===== config.mk =====
export PLATFORM = sky130hd
export DESIGN_NAME = reg_file_rename
export DESIGN_NICKNAME = d
export VERILOG_FILES = /design/src/rtl/reg_file_rename.sv
export SDC_FILE = /design/constraint.sdc
export NUM_CORES = 2
export LEC_CHECK = 0
export ABC_AREA = 1
export BUFFER_PORTS_ARGS = -buffer_cell sky130_fd_sc_hd__clkbuf_2
export CAP_MARGIN = 20
export CORE_ASPECT_RATIO = 1.5
export CORE_MARGIN = 3
export CORE_UTILIZATION = 25
export DETAILED_ROUTE_END_ITERATION = 10
export PLACE_DENSITY = 0.37
export SYNTH_ARGS = -nofsm -noshare
export SYNTH_HDL_FRONTEND = slang
export SYNTH_SLANG_ARGS = --single-unit

===== constraint.sdc =====
create_clock -name clk -period 2.6 [get_ports clk]
set_clock_uncertainty 0.15 [all_clocks]
set_input_delay 0.13 -clock clk [delete_from_list [all_inputs] [get_ports clk]]
set_output_delay 0.13 -clock clk [all_outputs]
set_load 0.01 [all_outputs]

===== src/rtl/reg_file_rename.sv =====
// Architectural register file with per-register rename tags.
// Supplies operand values and pending ROB labels at issue, records new ROB
// tags for issued destinations, absorbs the ROB commit stream and clears all
// pending renames on a misprediction flush.
// Optional feature: define RF_PENDING_CNT_EN to add the pending_cnt output.
module reg_file_rename #(
    parameter int REG_COUNT    = 32,
    parameter int REG_WIDTH    = 5,
    parameter int VAL_WIDTH    = 32,
    parameter int ROB_ID_WIDTH = 5
) (
    input  logic                    clk,
    input  logic                    rst_n_in,
    input  logic                    rdy_in,
    input  logic                    flush_in,
    input  logic [REG_WIDTH-1:0]    rs1,
    input  logic [REG_WIDTH-1:0]    rs2,
    output logic [VAL_WIDTH-1:0]    rf_val1,
    output logic [VAL_WIDTH-1:0]    rf_val2,
    output logic [ROB_ID_WIDTH-1:0] rf_label1,
    output logic [ROB_ID_WIDTH-1:0] rf_label2,
    input  logic                    rename_en,
    input  logic [REG_WIDTH-1:0]    rename_rd,
    input  logic [ROB_ID_WIDTH-1:0] rename_tag,
    input  logic                    commit_en,
    input  logic [REG_WIDTH-1:0]    commit_rd,
    input  logic [VAL_WIDTH-1:0]    commit_res,
    input  logic [ROB_ID_WIDTH-1:0] commit_lab
`ifdef RF_PENDING_CNT_EN
    ,
    output logic [REG_WIDTH:0]      pending_cnt
`endif
);

    logic [VAL_WIDTH-1:0]    val_reg [REG_COUNT];
    logic [ROB_ID_WIDTH-1:0] lab_reg [REG_COUNT];

    // Writes to x0 are dropped, so every fire qualifier excludes index 0
    logic rename_fire;
    logic commit_fire;
    assign rename_fire = rename_en && (rename_rd != '0);
    assign commit_fire = commit_en && (commit_rd != '0);

    // Value and label state: commit writes the value, label priority is
    // flush > rename > matching commit (a newer producer's label survives)
    always_ff @(posedge clk or negedge rst_n_in) begin
        if (!rst_n_in) begin
            for (int i = 0; i < REG_COUNT; i++) begin
                val_reg[i] <= '0;
                lab_reg[i] <= '0;
            end
        end else if (rdy_in) begin
            for (int i = 1; i < REG_COUNT; i++) begin
                if (commit_fire && (commit_rd == REG_WIDTH'(i))) begin
                    val_reg[i] <= commit_res;
                end
                if (flush_in) begin
                    lab_reg[i] <= '0;
                end else if (rename_fire && (rename_rd == REG_WIDTH'(i))) begin
                    lab_reg[i] <= rename_tag;
                end else if (commit_fire && (commit_rd == REG_WIDTH'(i)) &&
                             (lab_reg[i] == commit_lab)) begin
                    lab_reg[i] <= '0;
                end
            end
        end
    end

    // Source 1 read: x0 is zero, a matching same-cycle commit is bypassed
    always_comb begin
        rf_val1   = val_reg[rs1];
        rf_label1 = lab_reg[rs1];
        if (rs1 == '0) begin
            rf_val1   = '0;
            rf_label1 = '0;
        end else if (commit_en && (commit_rd == rs1) && (commit_lab == lab_reg[rs1])) begin
            rf_val1   = commit_res;
            rf_label1 = '0;
        end
    end

    // Source 2 read: same rules as source 1
    always_comb begin
        rf_val2   = val_reg[rs2];
        rf_label2 = lab_reg[rs2];
        if (rs2 == '0) begin
            rf_val2   = '0;
            rf_label2 = '0;
        end else if (commit_en && (commit_rd == rs2) && (commit_lab == lab_reg[rs2])) begin
            rf_val2   = commit_res;
            rf_label2 = '0;
        end
    end

`ifdef RF_PENDING_CNT_EN
    localparam logic [REG_WIDTH:0] CNT_ONE = 1;

    logic cnt_inc;
    logic cnt_dec;
    logic [REG_WIDTH:0] pending_cnt_reg;

    // A rename only adds a pending register if its label was zero; a commit
    // only removes one if it clears a live label that a same-cycle rename of
    // the same register does not immediately replace
    assign cnt_inc = rename_fire && (lab_reg[rename_rd] == '0);
    assign cnt_dec = commit_fire && (lab_reg[commit_rd] != '0) &&
                     (lab_reg[commit_rd] == commit_lab) &&
                     !(rename_fire && (rename_rd == commit_rd));

    // Incrementally maintained count of registers with a nonzero label
    always_ff @(posedge clk or negedge rst_n_in) begin
        if (!rst_n_in) begin
            pending_cnt_reg <= '0;
        end else if (rdy_in) begin
            if (flush_in) begin
                pending_cnt_reg <= '0;
            end else if (cnt_inc && !cnt_dec) begin
                pending_cnt_reg <= pending_cnt_reg + CNT_ONE;
            end else if (cnt_dec && !cnt_inc) begin
                pending_cnt_reg <= pending_cnt_reg - CNT_ONE;
            end
        end
    end

    assign pending_cnt = pending_cnt_reg;
`endif

`ifndef SYNTHESIS
    // Label 0 means "no producer", so a rename must carry a real ROB tag
    rename_tag_nonzero: assert property (@(posedge clk) disable iff (!rst_n_in)
        !(rename_en && rdy_in && (rename_tag == '0)));
`endif

endmodule


# [Yosys cells after proc, flatten, opt, wreduce, memory -nomap -nowiden]
# Cells that the tools add are included.
[word_totals] reg_bits=1147 in_bits=68 mem_bits_rw=0 rom_bits=0 memories=0 word_cells=472 latchBits=0
[op_classes] addsub=0 shift=0 n_div=0 n_eq_ne=97 n_mux=113 magnitude_cmp=2 bitwise_logic=2 reduce_logical=196 n_mul=0
[ops] cell="$mux 5" n=101
[ops] cell="$bmux 32 s5" n=2
[ops] cell="$mux 32" n=8
[ops] cell="$eq 5x5->1" n=35
[ops] cell="$eq 5x5->1 const B" n=32
[ops] cell="$reduce_and 2->1" n=62
[ops] cell="$logic_and 1x1->1" n=99
[ops] cell="$reduce_bool 3->1" n=31
[ops] cell="$eq 5x4->1 const B" n=16
[ops] cell="$bmux 5 s5" n=2
[ops] cell="$eq 5x3->1 const B" n=8
[ops] cell="$eq 5x2->1 const B" n=4
[ops] cell="$ge 6x6->1 const B" n=2
[ops] cell="$not 5->6" n=2
[ops] cell="$eq 5x1->1 const B" n=2
[ops] cell="$logic_not 5->1" n=2
[ops] cell="$reduce_bool 5->1" n=2

# [Depth between registers and ports, before layout]
[logic_depth] depth_word=8 mapped_depth=19

# [Worst setup path before layout]
# Ideal clock, no wire load.
[synth_timing] path_type="input port to output port" from="in rs1[0]" to="out rf_val1[10]" required_time_ns=2.320 path_buffers=4 setup_slack_ns=0.453 arrival_time_ns=1.867 cell_stages=15 cell_sequence="buf_4 -> buf_6 -> buf_4 -> nand2_1 -> nand3_1 -> nand3_1 -> nand3_1 -> nand3_1 -> nand2_2 -> a21oi_1 -> nand3_2 -> nor2_8 -> buf_8 -> nor2_2 -> nor2_1"
[synth_via] elab_chain_cells=8 elab_cells_between_ends=14 classes_between="eq/ne: 2; mux: 8; bitwise: 1; reduce/logical: 3"
[synth_rtl] element="from (decl)" line_no="16" rtl="input logic [REG_WIDTH-1:0] rs1,"
[synth_rtl] element="$not 5->6 (not written as such)" line_no="71, 76"
[synth_rtl] element="$bmux 5 s5" line_no="76" rtl="end else if (commit_en && (commit_rd == rs1) && (commit_lab == lab_reg[rs1])) begin"
[synth_rtl] element="$mux 5 (not written as such) (2 in series)" line_no="76"
[synth_rtl] element="$eq 5x5->1" line_no="76"
[synth_rtl] element="$logic_and 1x1->1" line_no="76"
[synth_rtl] element="$mux 32" line_no="76"
[synth_rtl] element="$mux 32 *" line_no="73" rtl="if (rs1 == '0) begin"
[synth_rtl] element="to (decl)" line_no="18" rtl="output logic [VAL_WIDTH-1:0] rf_val1,"
# Every way passes the cells marked *; elsewhere a longest branch is shown, timed or not. The select of a mux whose other input is x is not followed.

# [Worst setup path after layout]
[layout_timing] from="reg lab_reg[135] (netlist bit)" to="out rf_val2[9]"
[layout_via] elab_chain_cells=7
[layout_rtl] element="from (decl)" line_no="36" rtl="logic [ROB_ID_WIDTH-1:0] lab_reg [REG_COUNT];"
[layout_rtl] element="from (signal, indexed assignment)" line_no="60" rtl="lab_reg[i] <= rename_tag;"
[layout_rtl] element="$bmux 5 s5" line_no="89" rtl="end else if (commit_en && (commit_rd == rs2) && (commit_lab == lab_reg[rs2])) begin"
[layout_rtl] element="$mux 5 (not written as such) (2 in series)" line_no="89"
[layout_rtl] element="$eq 5x5->1" line_no="89"
[layout_rtl] element="$logic_and 1x1->1" line_no="89"
[layout_rtl] element="$mux 32" line_no="89"
[layout_rtl] element="$mux 32" line_no="86" rtl="if (rs2 == '0) begin"
[layout_rtl] element="to (decl)" line_no="19" rtl="output logic [VAL_WIDTH-1:0] rf_val2,"
# No other way between the ends. The select of a mux whose other input is x is not followed.

==> impl_metrics.ini <==
[die]
die_h_um = 634
core_sq_mm = 0.260
pin_count = 142
start_util_pct = 25.2
die_area_sq_mm = 0.269
fp.dieW_um = 424
placementRows = 229

[critical_path]
arrival_ns = 3.25
max_stage_delay_ns = 0.37
startpoint = lab_reg[135]
worst_setup_path_start_kind = register
r2r-end = lab_reg[77]
path_max_fanout = 7
cp_common_cell = nor2_4
cp_data_required_time_ns = 2.32
path_buf_inv = 5
r2r_slack_ns = 0.19
critical-path-slowest-cell = dfrtp_1
r2r_cells = 8
path_delay_family = simple AND/OR/NAND/NOR gates
r2r-start = lab_reg[78]
critPathKind = register to primary output
cp-end-kind = primary output
worstPathCellList = o211ai_1 -> nand3_1 -> nand3_1 -> nand3_2 -> nand2_2 -> nor2_4 -> nor2_4 -> nand3_4 -> buf_12 -> buf_12 -> buf_16 -> nand2_4 -> inv_4 -> nor2_4 -> buf_6
path_depth = 15

[yosys]
synthArstFlopShare_pct = 100
muxShareOfSynthArea_pct = 0
synth_fa_ha_area_share_pct = 0
yosysUniqueCellTypes = 48
synthTopCellsByArea = dfrtp_1 44%, nand2_1 14%, o21ai_0 12%, nand3_1 5.6%, a21oi_1 3.9%
synthesis.area_sq_mm = 0.0657
synth_compound_area_share_pct = 24.0
synth_flop_cell = dfrtp_1
yosysWarnings = 37
synth_nets = 8974
ys_ff_latch = 1147
yosys.area.top_type_share_pct = 43.7
syn_area_per_cell_sq_um = 7.37
synth_top_family_by_area = compound AO/OA/AOI/OAI gates
synth_edf_count = 0
synth_xor_area_share_pct = 1.31
synth_cells = 8906
synthSimpleGateAreaFrac_pct = 23.1
synth-seq-area-share_pct = 43.7
synth_top_cell_by_area = dfrtp_1

[cts]
cts_tree = yes
numCtsBuffers = 145
clk_pin_slew_worst_paths_ns = 0.06
htreeDepth = 4
clockBufferDepth = 4
clk-insertion-delay-late_ns = 0.82
cts.sinks = 1147
cts_root_buf = clkbuf_16

[layout]
finish.utilization_pct = 31.8
nets = 9325
drive_gt1_share_pct = 16.1
area_growth_pct = 26.1
largest_reg_flops = 992
fin_cells = 12814

[run_status]
status = finished with violations
violations = setup timing

[sta]
fin_ws_ns = -0.935
finalHoldViolations = 0
whs_ns = 0.0461
min_period_ns = 3.53
worstMarginPinSlew_ns = 0.858
fmax_mhz = 283
setup_viol = 74
min_period_over_period_pct = 136
final_max_slew_viol_count = 0
slew_headroom_pct = 42.7
rsz0062_at_grt = true

[routing]
wl_um = 359000
viasPerCell = 5.37
drtIter0Drc = 7300
drc = 0
vias = 68825
routedWlPerCell_um = 28.0
ant_nets = 0
dr.pass1.iters = 8

[hold_path]
min_to = val_reg[557]
hp-class = input pin to register
min_delay_path_depth = 4
hp-start = commit_res[13]

[power]
p_total_mw = 51.9
leakagePower_nw = 36.1
peakVddDrop_mv = 0.502
powerDensity_mw_per_mm2 = 627

[global_routing]
grt_pass1_vias = 66492
grt_overflow = 0
antenna_found_initial = 12
grt_pass1_wl_um = 510000
grt.total_usage_pct = 25.9
grt_max_degree = 115

[placed_design]
place_inst = 12461
port_buffers = 141
place_congestion = 0.950
post-place-ws_ns = -0.701
dpl.hpwl_um = 225000

[run]
max_cap_viol_count = 0
-- layout by cell type, fill, tap and decap left out, types with 35 or more instances in the layout --
master,n
o2111ai_1,37
o211ai_1,132
xor2_1,41
dfrtp_1,1137
a211oi_1,51
nor2_2,46
nor2_4,51
nor2_1,205
nand2_1,2427
inv_1,389
clkbuf_16,149
buf_6,43
inv_2,50
nand3_1,652
buf_12,180
nand4_1,83
nand3_2,56
buf_4,574
nand2_2,58
nand3_4,35
dlygate4sd3_1,66
a21oi_1,510
o31ai_1,74
buf_2,49
o21ai_0,1513
xnor2_1,56
o221ai_1,255
clkbuf_2,61
-- worst reg2reg max path, cell delays in order, from the launching register on --
cell and delay [ns]:
dfrtp_1 0.39, buf_4 0.15, xnor2_1 0.14, nand3_1 0.12, o311ai_0 0.33, nand2_1 0.09
buf_4 0.18, o31ai_1 0.21, dlygate4sd3_1 0.59
-- layout make-up --
class                           count  area [sq um]
Fill cell                       27722        178000
Multi-Input combinational cell   6501         33300
Sequential cell                  1147         28700
Timing Repair Buffer              997         10100
Tap cell                         3465          4340
Clock buffer                      210          4230
Inverter                          465          1800
Clock inverter                     26           284
Antenna cell                        3          7.51
-- kinds of logic (layout without fill, tap and decap cells) --
family,Yosys count,in the layout
other,0,3
and+or+nand+nor,3679,3679
buffers and inverters,1258,1698
AOI/OAI and AO/OA,2724,2724
DFF,1147,1147
xor gates and xnor gates,98,98
-- power breakdown --
group / switching [mW] / leakage (nW) / internal [mW]
clock: 8.63 / 2.21 / 11.7
sequential: 1.50 / 15.0 / 20.0
combinational: 6.56 / 18.9 / 3.55
-- layer usage --
metal / part of all wire [%] / vias up / track usage, %
li1: - / 31194 / -
met4: 5.0 / 4 / 11.7
met1: 41 / 34182 / 32.7
met3: 5.5 / 650 / 3.23
met5: 0.0084 / - / 0
met2: 48 / 2795 / 44.1
-- how the worst max path moves through the flow --
| stage | to | slack, ns |
|---|---|---|
| after CTS | rf_val1[28] | -0.98 |
| after detailed placement | rf_val1[9] | -0.70 |
| final | rf_val2[9] | -0.93 |
| after floorplan | rf_val1[10] | 0.45 |
| after global routing | rf_val1[0] | -1.06 |
| after global placement | rf_val1[9] | -0.78 |
-- cells in the mapped netlist (6+ instances only) --
library cell and n:
a211oi_1 51, a21o_1 9, a21oi_1 516, a221o_1 7, a221oi_1 6, a22oi_1 31, a31oi_1 18, a32oi_1 6
buf_1 65, buf_2 184, buf_4 13, buf_6 16, clkbuf_1 514, clkinv_1 15, dfrtp_1 1147, inv_1 435
inv_2 13, nand2_1 2510, nand3_1 737, nand4_1 83, nor2_1 283, nor2_2 12, nor2_4 7, nor3_1 9
nor4_1 19, o2111ai_1 37, o211ai_1 132, o21ai_0 1517, o21ai_1 8, o221ai_1 255, o22ai_1 15, o311ai_0 34
o31ai_1 74, xnor2_1 56, xor2_1 42
-- repair_timing --
item                                   in CTS  in global routing
pin swaps                                  88                 97
gates cloned                                4                  1
hold buffers                               68                  0
endpoints found under the hold margin    1917                  0
setup endpoints to repair                  74                 84
buffers inserted                           37                 22
resized for setup                         264                242
-- metrics by stage --
step	TNS, ns	area [sq um]
4_1_cts	-66.80	82000
3_5_place_dp	-45.81	75500
3_3_place_gp	-49.77	75500
6_report	-63.18	82800
5_1_grt	-71.82	82800
2_1_floorplan	0	65700
Power figures use the tool's default switching activity.
